## src/rtl/fan_pwm_ramp_pkg.sv

```systemverilog
// Shared fan definitions: ramp state encoding and PWM prescaler sizing.
// Also used by the upstream fan_controller.
package fan_pwm_ramp_pkg;

    typedef enum logic [1:0] {
        ST_STOP    = 2'd0,
        ST_RAMP_UP = 2'd1,
        ST_RAMP_DN = 2'd2,
        ST_HOLD    = 2'd3
    } fan_state_e;

    // Clocks per duty slot, truncated, never below 1.
    function automatic int calc_div(input int sys_mhz, input int n, input int pwm_hz);
        longint num;
        longint den;
        longint q;
        num = longint'(sys_mhz) * 1000000;
        den = longint'(pwm_hz) << n;
        q   = num / den;
        return (q < 1) ? 1 : int'(q);
    endfunction

endpackage

```

## src/rtl/fan_pwm_ramp_if.sv

```systemverilog
// Duty request / PWM status bundle between the fan FSM and the PWM ramp stage.
interface fan_pwm_ramp_if #(
    parameter int N = 12
);
    logic         en;
    logic [N-1:0] duty_target;
    logic         pwm;
    logic [N-1:0] duty_now;
    logic         period_tick;
    logic         ramping;
    logic         at_target;

    modport master (
        output en, duty_target,
        input  pwm, duty_now, period_tick, ramping, at_target
    );

    modport slave (
        input  en, duty_target,
        output pwm, duty_now, period_tick, ramping, at_target
    );
endinterface

```

## src/rtl/fan_pwm_ramp_pwm_slot_gen.sv

```systemverilog
// Prescaler plus N-bit duty-slot counter; flags the last clock of each PWM period.
module pwm_slot_gen #(
    parameter int N   = 12,
    parameter int DIV = 1
) (
    input  logic         clk,
    input  logic         reset_p,
    output logic [N-1:0] slot_cnt_o,
    output logic         period_tick_o
);
    localparam int PW = (DIV > 1) ? $clog2(DIV) : 1;
    localparam logic [PW-1:0] PRESC_LAST = PW'(DIV - 1);

    logic [PW-1:0] presc_q, presc_d;
    logic [N-1:0]  slot_q, slot_d;
    logic          slot_en;

    always_comb begin
        slot_en = (presc_q == PRESC_LAST);
        presc_d = slot_en ? '0 : presc_q + 1'b1;
        slot_d  = slot_en ? slot_q + 1'b1 : slot_q;
    end

    always_ff @(posedge clk or posedge reset_p) begin
        if (reset_p) begin
            presc_q <= '0;
            slot_q  <= '0;
        end else begin
            presc_q <= presc_d;
            slot_q  <= slot_d;
        end
    end

    assign slot_cnt_o    = slot_q;
    assign period_tick_o = slot_en && (slot_q == '1);

endmodule

```

## src/rtl/fan_pwm_ramp.sv

```systemverilog
// Fan PWM stage: fixed-frequency PWM whose applied duty slews toward the
// latched target by a bounded step once per period.
module fan_pwm_ramp
    import fan_pwm_ramp_pkg::*;
#(
    parameter int SYS_FREQ = 125,
    parameter int N        = 12,
    parameter int PWM_FREQ = 200,
    parameter int RAMP_UP  = 64,
    parameter int RAMP_DN  = 128
) (
    input  logic           clk,
    input  logic           reset_p,
    fan_pwm_ramp_if.slave  bus
);
    localparam int DIV    = calc_div(SYS_FREQ, N, PWM_FREQ);
    localparam int SPAN   = 1 << N;
    localparam int UP_LIM = (RAMP_UP > SPAN) ? SPAN : RAMP_UP;
    localparam int DN_LIM = (RAMP_DN > SPAN) ? SPAN : RAMP_DN;
    localparam logic [N:0] UP_STEP = (N+1)'(UP_LIM);
    localparam logic [N:0] DN_STEP = (N+1)'(DN_LIM);

    logic [N-1:0] slot_cnt;
    logic         period_tick;

    fan_state_e   state_q, state_d;
    logic [N-1:0] duty_q, duty_d;
    logic [N-1:0] tgt_q, tgt_d;
    logic         pwm_q, pwm_d;
    logic         at_q, at_d;

    logic [N:0]   cur_w, tgt_w, up_gap, dn_gap, step_up, step_dn, stepped;

    pwm_slot_gen #(
        .N   (N),
        .DIV (DIV)
    ) u_slot_gen (
        .clk           (clk),
        .reset_p       (reset_p),
        .slot_cnt_o    (slot_cnt),
        .period_tick_o (period_tick)
    );

    // Wide arithmetic: the step is clamped to the gap, so no overshoot or wrap.
    always_comb begin
        tgt_d   = period_tick ? bus.duty_target : tgt_q;
        cur_w   = {1'b0, duty_q};
        tgt_w   = {1'b0, tgt_d};
        up_gap  = tgt_w - cur_w;
        dn_gap  = cur_w - tgt_w;
        step_up = (up_gap < UP_STEP) ? up_gap : UP_STEP;
        step_dn = (dn_gap < DN_STEP) ? dn_gap : DN_STEP;
        if (cur_w < tgt_w) begin
            stepped = cur_w + step_up;
        end else if (cur_w > tgt_w) begin
            stepped = cur_w - step_dn;
        end else begin
            stepped = cur_w;
        end
    end

    always_comb begin
        state_d = state_q;
        duty_d  = duty_q;
        if (!bus.en) begin
            state_d = ST_STOP;
            duty_d  = '0;
        end else if (period_tick && !(state_q == ST_STOP && tgt_d == '0)) begin
            duty_d = stepped[N-1:0];
            if (stepped == tgt_w) begin
                state_d = (tgt_d == '0) ? ST_STOP : ST_HOLD;
            end else if (stepped < tgt_w) begin
                state_d = ST_RAMP_UP;
            end else begin
                state_d = ST_RAMP_DN;
            end
        end
    end

    // Full-scale code is treated as 100% so the top slot does not drop low.
    always_comb begin
        if (!bus.en || duty_q == '0) begin
            pwm_d = 1'b0;
        end else if (duty_q == '1) begin
            pwm_d = 1'b1;
        end else begin
            pwm_d = (slot_cnt < duty_q);
        end
        at_d = bus.en && (duty_d == tgt_d);
    end

    always_ff @(posedge clk or posedge reset_p) begin
        if (reset_p) begin
            state_q <= ST_STOP;
            duty_q  <= '0;
            tgt_q   <= '0;
            pwm_q   <= 1'b0;
            at_q    <= 1'b0;
        end else begin
            state_q <= state_d;
            duty_q  <= duty_d;
            tgt_q   <= tgt_d;
            pwm_q   <= pwm_d;
            at_q    <= at_d;
        end
    end

    assign bus.pwm         = pwm_q;
    assign bus.duty_now    = duty_q;
    assign bus.period_tick = period_tick;
    assign bus.ramping     = (state_q == ST_RAMP_UP) || (state_q == ST_RAMP_DN);
    assign bus.at_target   = at_q;

endmodule

```

## src/flat_wrapper.sv

```systemverilog
// flat-port wrapper written by rule: the top's interface ports become plain ports
module fan_pwm_ramp_flat import fan_pwm_ramp_pkg::*;
#(
    parameter int SYS_FREQ = 125,
    parameter int N        = 12,
    parameter int PWM_FREQ = 200,
    parameter int RAMP_UP  = 64,
    parameter int RAMP_DN  = 128
)
  (clk, reset_p, bus_en, bus_duty_target, bus_pwm, bus_duty_now, bus_period_tick, bus_ramping, bus_at_target);
  fan_pwm_ramp_if #(.N(N)) bus_i ();
  input  logic clk;
  input  logic reset_p;
  input wire logic [$bits(bus_i.en)-1:0] bus_en;
  input wire logic [$bits(bus_i.duty_target)-1:0] bus_duty_target;
  output wire logic [$bits(bus_i.pwm)-1:0] bus_pwm;
  output wire logic [$bits(bus_i.duty_now)-1:0] bus_duty_now;
  output wire logic [$bits(bus_i.period_tick)-1:0] bus_period_tick;
  output wire logic [$bits(bus_i.ramping)-1:0] bus_ramping;
  output wire logic [$bits(bus_i.at_target)-1:0] bus_at_target;
  assign bus_i.en = bus_en;
  assign bus_i.duty_target = bus_duty_target;
  assign bus_pwm = bus_i.pwm;
  assign bus_duty_now = bus_i.duty_now;
  assign bus_period_tick = bus_i.period_tick;
  assign bus_ramping = bus_i.ramping;
  assign bus_at_target = bus_i.at_target;
  fan_pwm_ramp #(.SYS_FREQ(SYS_FREQ), .N(N), .PWM_FREQ(PWM_FREQ), .RAMP_UP(RAMP_UP), .RAMP_DN(RAMP_DN)) u_core (.clk(clk), .reset_p(reset_p), .bus(bus_i));
endmodule
```

## config.mk

```make
export PLATFORM = sky130hd
export DESIGN_NAME = fan_pwm_ramp_flat
export DESIGN_NICKNAME = d
export VERILOG_FILES = /design/src/rtl/fan_pwm_ramp_pkg.sv /design/src/rtl/fan_pwm_ramp_if.sv /design/src/rtl/fan_pwm_ramp_pwm_slot_gen.sv /design/src/rtl/fan_pwm_ramp.sv /design/src/flat_wrapper.sv
export SDC_FILE = /design/constraint.sdc
export NUM_CORES = 1
export LEC_CHECK = 0
export CORE_UTILIZATION = 50
export DETAILED_ROUTE_END_ITERATION = 10
export PLACE_DENSITY = 0.69
export RECOVER_POWER = 100
export SLEW_MARGIN = 20
export SYNTH_ARGS = -nofsm -noshare
export SYNTH_HDL_FRONTEND = slang
export SYNTH_HIERARCHICAL = 1
export SYNTH_SLANG_ARGS = --single-unit
```

## constraint.sdc

```tcl
create_clock -name clk -period 20.1 [get_ports clk]
set_clock_uncertainty 0.15 [all_clocks]
set_input_delay 6.03 -clock clk [delete_from_list [all_inputs] [get_ports clk]]
set_output_delay 6.03 -clock clk [all_outputs]
set_load 0.005 [all_outputs]
```

# Yosys cells after proc, flatten, opt, wreduce, memory -nomap -nowiden
# Index checks and enable logic that the tools add are counted.
# classes
mux	15
n_reduce_logical	11
add_sub_neg	6
n_eq_ne	8
order_cmp	6
# ops
operator	count
2-to-1 mux 13 bit	4
2-to-1 mux 12 bit	3
subtractor 12 x 12 -> 13 bit	2
equality test 12 bit (second input constant)	2
zero test 12 bit	2
< comparator 12 bit	2
adder 12 x 13 -> 13 bit	1
equality test 13 x 12 -> 1 bit	1
< comparator 13 x 12 -> 1 bit	1
< comparator 13 x 7 -> 1 bit (second input constant)	1
< comparator 13 x 8 -> 1 bit (second input constant)	1
subtractor 12 x 13 -> 13 bit	1
adder 12 x 1 -> 12 bit (second input constant)	1
equality test 12 bit	1
> comparator 12 bit	1
2-to-1 mux 2 bit	5
adder 8 x 1 -> 8 bit (second input constant)	1
equality test 8 bit (second input constant)	1
2-to-1 mux 8 bit	1
logical AND 1 bit	4
equality test 2 x 1 -> 1 bit (second input constant)	1
equality test 2 bit (second input constant)	1
zero test 1 bit	2
zero test 2 bit	1
3 further kinds	5
# word_totals
in_bits	15
out_inout_bits	16
elab_cells	53
ff_bits	48

# Logic depth before layout (Yosys ltp)
# Gate-level depths: netlist (run 1).
# depth
word_depth	14
depth_mapped	40
mapped_depth_nobuf	38

# By module
# Netlist (run 1), hierarchy kept.
# modules_own_cells
module	area_per_inst_um2	n_inst	cells_per_inst
fan_pwm_ramp	4593.2	1	577
pwm_slot_gen	934.6	1	75

# Worst setup path after synthesis (run 1)
# Ideal clock, no wire load.
# synth_path
kind	input port to flip-flop
startpoint	in bus_duty_target[1]
endpoint	reg u_core.state_q[1]
setup_slack_ns	7.766
n_path_buf	0
stages	28
t_arrival_ns	12.052
required_time_ns	19.818
cell_sequence	nand2_1 > a21boi_0 > inv_1 > ha_1 > nor2b_1 > o2111a_1 > o31a_1 > or2_2 > a21o_1 > a21oi_1 > xnor2_1 > nor2_1 > nor2b_1 > ha_1 > fa_1 > o21ai_0 > a21boi_0 > o31ai_1 > mux2i_1 > o31ai_1 > ha_1 > and3_1 > nand3_1 > or3_1 > nand2_1 > or4_1 > o311ai_0 > a21oi_1
# synth_between
elab_chain_len	12
elab_cells_between_ends	25
classes_between	add/sub: 4; order compare: 5; eq/ne: 2; mux: 10; reduce/logical: 4
# synth_lines
item	line	source
start, declared	flat_wrapper.sv:15	input wire logic [$bits(bus_i.duty_target)-1:0] bus_duty_target;
2-to-1 mux 12 bit *	fan_pwm_ramp.sv:46	tgt_d = period_tick ? bus.duty_target : tgt_q;
via u_core.tgt_d[1]	fan_pwm_ramp.sv:28	logic [N-1:0] tgt_q, tgt_d;
subtractor 12 x 12 -> 13 bit	fan_pwm_ramp.sv:50	dn_gap = cur_w - tgt_w;
< comparator 13 x 8 -> 1 bit	fan_pwm_ramp.sv:52	step_dn = (dn_gap < DN_STEP) ? dn_gap : DN_STEP;
2-to-1 mux 13 bit	fan_pwm_ramp.sv:52	
subtractor 12 x 13 -> 13 bit	fan_pwm_ramp.sv:56	stepped = cur_w - step_dn;
2-to-1 mux 13 bit	fan_pwm_ramp.sv:55	end else if (cur_w > tgt_w) begin
2-to-1 mux 13 bit	fan_pwm_ramp.sv:53	if (cur_w < tgt_w) begin
< comparator 13 x 12 -> 1 bit	fan_pwm_ramp.sv:72	end else if (stepped < tgt_w) begin
2-to-1 mux 2 bit	fan_pwm_ramp.sv:72	
2-to-1 mux 2 bit	fan_pwm_ramp.sv:70	if (stepped == tgt_w) begin
2-to-1 mux 2 bit	fan_pwm_ramp.sv:68	end else if (period_tick && !(state_q == ST_STOP && tgt_d == '0)) begin
2-to-1 mux 2 bit	fan_pwm_ramp.sv:65	if (!bus.en) begin
end signal, assigned	fan_pwm_ramp.sv:100	state_q <= state_d;
end, declared	fan_pwm_ramp.sv:26	fan_state_e state_q, state_d;
# The timed path passes the listed nets; every way through them passes the cells marked *. The select of a mux whose other input is x is not followed.
# A chain may end at the register's enable or synchronous reset.

# Worst setup path in the final report (run 1)
# Ends and elaborated chain as after synthesis.

==> results of run 1 <==
## synth_stat cells (6+ instances only)
cell type / number / area share [%]
and3_1: 10 / 1.1
a21o_1: 19 / 2.6
or2_2: 6 / 0.68
nor2b_1: 11 / 1.2
nor2_1: 45 / 3.1
o21a_1: 8 / 1.1
nand3_1: 25 / 2.3
a211oi_1: 7 / 0.95
xnor2_1: 37 / 5.9
mux2i_1: 17 / 3.1
clkbuf_1: 6 / 0.41
nand4_1: 12 / 1.4
nor4_1: 10 / 1.1
nor3_1: 6 / 0.54
dfrtp_1: 48 / 22
inv_1: 43 / 2.9
xor2_1: 15 / 2.4
ha_1: 77 / 17
a21oi_1: 47 / 4.3
buf_2: 7 / 0.63
nand2b_1: 6 / 0.68
nand2_1: 49 / 3.3
o21bai_1: 7 / 0.95
a31oi_1: 6 / 0.68
o21ai_0: 27 / 2.4
## flip-flops by register name, indices dropped and copies added, names as in the netlist
name	flops
u_core/tgt_q	12
u_core/bus.duty_now	12
u_core/state_q	2
u_core/u_slot_gen/presc_q	8
u_core/u_slot_gen/slot_cnt_o	12
u_core/bus.pwm	1
u_core/bus.at_target	1
## layer usage
layer	part of all wire, %	up-vias	track usage [%]
li1	-	2444	-
met1	46	2519	43.81
met2	44	246	48.29
met3	7.6	43	4.195
met4	2.8	0	10.57
met5	0	-	0
## power breakdown
part | internal, mW | leakage [nW] | switching [mW] | total (mW)
combinational | 0.00399 | 2.12 | 0.00647 | 0.0105
sequential | 0.0966 | 0.654 | 0.0000239 | 0.0966
clock | 0.0282 | 0.0516 | 0.0356 | 0.0639
## final timing paths
check	slack [ps]	endpoint	depth (start not counted)
max in group asynchronous	12220	u_core/bus.duty_now[6]	3
hold reg to reg	340	u_core/u_slot_gen/presc_q[6]	1
min in group asynchronous	6150	u_core/u_slot_gen/slot_cnt_o[8]	2
setup reg to reg	9800	u_core/state_q[1]	32
hold / removal	340	u_core/u_slot_gen/presc_q[6]	1
setup / recovery	5890	u_core/state_q[1]	29
## logic make-up (layout without fill, tap and decap cells)
group | Yosys count | in the layout | synth area share (%)
compound gates | 178 | 178 | 21.93
xor+xnor | 52 | 52 | 8.239
simple gates | 208 | 208 | 20.46
fa+ha+maj | 81 | 81 | 18.88
mux | 21 | 21 | 3.893
buf+inv | 62 | 85 | 4.730
flops | 48 | 48 | 21.73
other cells | 2 | 9 | 0.1359
## layout make-up
type	instances	area, um^2	area share [%]
clock buffers	6	82.58	1.380
clock inverters	2	13.76	0.2301
repair buffers	33	319.1	5.334
multi-input cells	549	4025	67.29
flip-flops and latches	48	1201	20.08
well taps	140	175.2	2.928
inverters	44	165.2	2.761
==> flow_metrics.py, run 1 <==
metrics = {
    "cells_and_area": {
        "most-common-layout-cells": "77 x ha_1, 49 x nand2_1, 48 x dfrtp_1",
        "layout.nets": 777,
        "fillerInstances": 998,
        "design_area_um2": 5982,
        "fin_util_pct": 55.43,
        "layout_commonest_cell": "ha_1",
        "post_route_cells_drive_above_1_share_pct": 3.372,
        "final_cells": 822,
        "diodes": 0,
        "area_growth_pct": 8.216,
    },
    "timing": {
        "post-route-period-util_pct": 70.67,
        "fin_setup_tns_ps": 0,
        "timing.final.ws_setup_ps": 5895,
        "worst_pin_slew_ps": 1678,
        "rsz0062_at_grt": "false",
        "whs_ps": 344.0,
        "hold_viol": 0,
        "fmaxAchievable_mhz": 70.40,
        "finalMaxSlewViolations": 29,
        "finalCriticalPeriod_ps": 14210,
        "setup_viol": 0,
        "slew_headroom_pct": -11.87,
    },
    "clocking": {
        "clkLatencyLatePin_ps": 310,
        "clk_pin_slew_ps": 90,
        "cts_hold_buf": 0,
        "cts_resized": 0,
        "cts_made_buffers": 5,
        "cts_buffer_depth": 2,
        "postCtsSetupBuffers": 0,
        "clock-sinks": 48,
        "h-tree-depth": 2,
        "cts_tree": "done",
        "cts-root-buf": "clkbuf_8",
    },
    "worst_setup_path": {
        "critical-path-top-delay-family": "compound AO/OA/AOI/OAI gates",
        "arrival_ps": 14250,
        "r2r-start": "u_core/u_slot_gen/presc_q[0]",
        "cpMaxStageDelayCell": "a21boi_0",
        "required_ps": 20140,
        "start_kind": "input pin",
        "worst_path_largest_cell_delay_ps": 710,
        "endpoint_kind": "flip-flop",
        "crit_fanout": 9,
        "cp_common_cell": "nand2_1",
        "worst-path-buf-inv": 2,
        "critPathLaunch": "bus_duty_target[1]",
        "path_class": "in2reg",
    },
    "pwr": {
        "ir_drop_mv": 0.02715,
        "leakage_nw": 2.825,
        "finalPower_mw": 0.1709,
        "power.density_nw_per_um2": 28.58,
    },
    "route": {
        "drtIter0Drc": 552,
        "drc": 0,
        "routed_wl_um": 17070,
        "via_per_inst": 6.389,
        "ant_nets": 0,
        "firstDrtPassIters": 6,
        "avgRoutedWirePerCell_um": 20.77,
        "num_vias": 5252,
    },
    "synthesis": {
        "synth-edff-count": 0,
        "synthesis.area_um2": 5528,
        "synth_cells": 652,
        "synth_area_per_cell_um2": 8.478,
        "ys_seq_area_share_pct": 21.73,
        "synth_seq_cells": 48,
        "synth-async-reset-ratio_pct": 100.0,
        "yosys_warnings": 6,
        "synth_ff_type": "dfrtp_1",
        "synth.distinct_cells": 77,
    },
    "grt": {
        "antenna_found_initial": 0,
        "track_usage_pct": 30.96,
        "grt_max_degree": 29,
        "grt_overflow": 0,
        "grt_pass1_wl_um": 27030,
        "grt_pass1_vias": 5126,
    },
    "placed_design": {
        "post-place-ws_ps": 5869,
        "dpl.hpwl_um": 13560,
        "placed_cell_area_um2": 5956,
        "dp.cells": 814,
        "io_buffers": 30,
        "gp_congestion": 0.9527,
    },
    "outcome": {
        "violations": "max-capacitance violations, max-slew violations",
        "status": "finished with violations",
    },
    "floorplan": {
        "start_util_pct": 51.22,
        "die_y_um": 107.1,
        "core_um2": 10790,
        "die_area_um2": 11480,
        "rows": 38,
        "die_w_um": 107.1,
        "io_pins": 31,
    },
    "flow_run": {
        "drv_cap": 1,
    },
    "min_path": {
        "holdCritPathClass": "reg2reg",
        "hp-start": "u_core/u_slot_gen/presc_q[6]",
    },
}
Power figures use the tool's default switching activity.
==> run 2, diff against run 1 <==
clock period = 13.3 ns   (was 20.1 ns; I/O delays follow)
==> run 2 against run 1 <==
Register-to-register slack got worse by 6700 ps; the run still ends with max-capacitance violations, max-slew violations left; critical endpoint unchanged; sequential share of layout area is 0.15 points lower; combinational power up 50%; largest power group unchanged; total power rose by 71%.
==> flow_metrics.py, run 2 (synthesis gave the netlist of run 1 again) <==
metrics = {
    "worst_setup_path": {
        "endpoint_kind": "flip-flop",
        "crit_end": "u_core/state_q[1]",
        "cp_common_cell": "nand2_1",
        "crit_fanout": 9,
        "critPathLaunch": "bus_duty_target[1]",
        "worst_path_largest_cell_delay_ps": 680,
        "start_kind": "input pin",
        "reg2regPathDepth": 32,
        "arrival_ps": 12220,
        "r2r-start": "u_core/u_slot_gen/presc_q[0]",
        "reg2reg_slack_ps": 3130,
        "required_ps": 13340,
        "path_class": "in2reg",
        "timing.rr.end": "u_core/state_q[1]",
        "cpMaxStageDelayCell": "a21boi_0",
    },
    "cells_and_area": {
        "layout.nets": 777,
        "post_route_cells_drive_above_1_share_pct": 3.519,
        "final_cells": 822,
        "fin_util_pct": 55.84,
        "most-common-layout-cells": "77 x ha_1, 49 x nand2_1, 48 x dfrtp_1",
        "fillerInstances": 1013,
        "layout_commonest_cell": "ha_1",
        "diodes": 0,
        "area_growth_pct": 9.031,
    },
    "outcome": {
        "violations": "max-capacitance violations, max-slew violations",
        "status": "finished with violations",
    },
    "flow_run": {
        "drv_cap": 1,
    },
    "clocking": {
        "cts_tree": "done",
        "cts-root-buf": "clkbuf_8",
        "h-tree-depth": 2,
        "clk_pin_slew_ps": 100,
        "clock-sinks": 48,
        "clkLatencyLatePin_ps": 310,
        "postCtsSetupBuffers": 0,
        "cts_resized": 0,
        "cts_buffer_depth": 2,
        "cts_hold_buf": 0,
        "cts_made_buffers": 5,
    },
    "route": {
        "drtIter0Drc": 561,
        "via_per_inst": 6.383,
        "num_vias": 5247,
        "firstDrtPassIters": 6,
        "routed_wl_um": 17140,
        "drc": 0,
        "ant_nets": 0,
        "avgRoutedWirePerCell_um": 20.86,
    },
    "min_path": {
        "hp-start": "u_core/u_slot_gen/presc_q[6]",
        "holdCritPathClass": "reg2reg",
    },
    "timing": {
        "worst_pin_slew_ps": 1690,
        "post-route-period-util_pct": 91.53,
        "timing.final.ws_setup_ps": 1126,
        "slew_headroom_pct": -12.69,
        "rsz0062_at_grt": "false",
        "finalCriticalPeriod_ps": 12170,
        "finalMaxSlewViolations": 29,
        "hold_viol": 0,
        "setup_viol": 0,
        "fmaxAchievable_mhz": 82.14,
        "fin_setup_tns_ps": 0,
    },
    "grt": {
        "grt_pass1_vias": 5113,
        "antenna_found_initial": 0,
        "grt_max_degree": 29,
        "track_usage_pct": 31.43,
        "grt_overflow": 0,
        "grt_pass1_wl_um": 27620,
    },
    "floorplan": {
        "die_w_um": 107.1,
        "io_pins": 31,
        "die_area_um2": 11480,
        "core_um2": 10790,
        "rows": 38,
        "die_y_um": 107.1,
        "start_util_pct": 51.22,
    },
    "placed_design": {
        "dp.cells": 814,
        "post-place-ws_ps": 1044,
        "dpl.hpwl_um": 13670,
        "gp_congestion": 0.9528,
        "io_buffers": 30,
    },
    "pwr": {
        "ir_drop_mv": 0.06585,
        "finalPower_mw": 0.2927,
        "power.density_nw_per_um2": 48.56,
        "leakage_nw": 2.844,
    },
}
-- run 2: cell count changes in the layout (fill, tap and decap cells not counted) --
cell and change:
nand3b_1 -1, clkbuf_8 -1, clkinv_2 -1, nand3b_2 +1
bufinv_16 +2
-- run 2: layout make-up --
class	instances	area [um^2]	area share, %
repair buffers	33	319.1	5.294
clock inverters	3	68.82	1.142
multi-input cells	549	4029	66.85
well taps	140	175.2	2.906
flip-flops and latches	48	1201	19.93
inverters	44	165.2	2.740
clock buffers	5	68.82	1.142
-- run 2: power breakdown --
| group | leakage [nW] | switching (mW) | total, mW | internal (mW) |
|---|---|---|---|---|
| Sequential | 0.654 | 0.0000380 | 0.146 | 0.146 |
| Combinational | 2.12 | 0.00980 | 0.0158 | 0.00603 |
| Clock | 0.0687 | 0.0551 | 0.131 | 0.0757 |
| Total | 2.84 | 0.0649 | 0.293 | 0.228 |
-- run 2: metal layers --
layer	vias to the layer above	global-route usage (%)	wire length (um)
met5	-	0	0
met1	2512	43.93	7687
met2	257	48.89	7570
met3	36	6.140	1428
met4	0	9.393	457
li1	2442	-	-
-- run 2: worst max-delay path: cells and delay by family --
kind | cells | cell delay (ps)
AOI/OAI and AO/OA | 11 | 3590
xor gates and xnor gates | 1 | 80
adders and majority gates | 3 | 1110
buffers and inverters | 2 | 860
muxes | 1 | 150
and+or+nand+nor | 11 | 2420
-- run 2: worst min-delay path by stage --
| stage | to | cells after the start | slack (ps) |
|---|---|---|---|
| after floorplan | u_core/u_slot_gen/presc_q[6] | 1 | 310 |
| after global placement | u_core/u_slot_gen/presc_q[6] | 1 | 340 |
| after detailed placement | u_core/u_slot_gen/slot_cnt_o[4] | 1 | 350 |
| after CTS | u_core/u_slot_gen/presc_q[0] | 1 | 360 |
| after global routing | u_core/u_slot_gen/presc_q[0] | 1 | 370 |
| final | u_core/u_slot_gen/presc_q[6] | 1 | 350 |
-- run 2: stage by stage --
step	instance area, um^2	hold WS (ps)
after global placement	5956	335.4
after detailed placement	5956	345.8
after CTS	6093	361.6
after global routing	6027	374.0
after floorplan	5554	309.8
final	6027	350.2
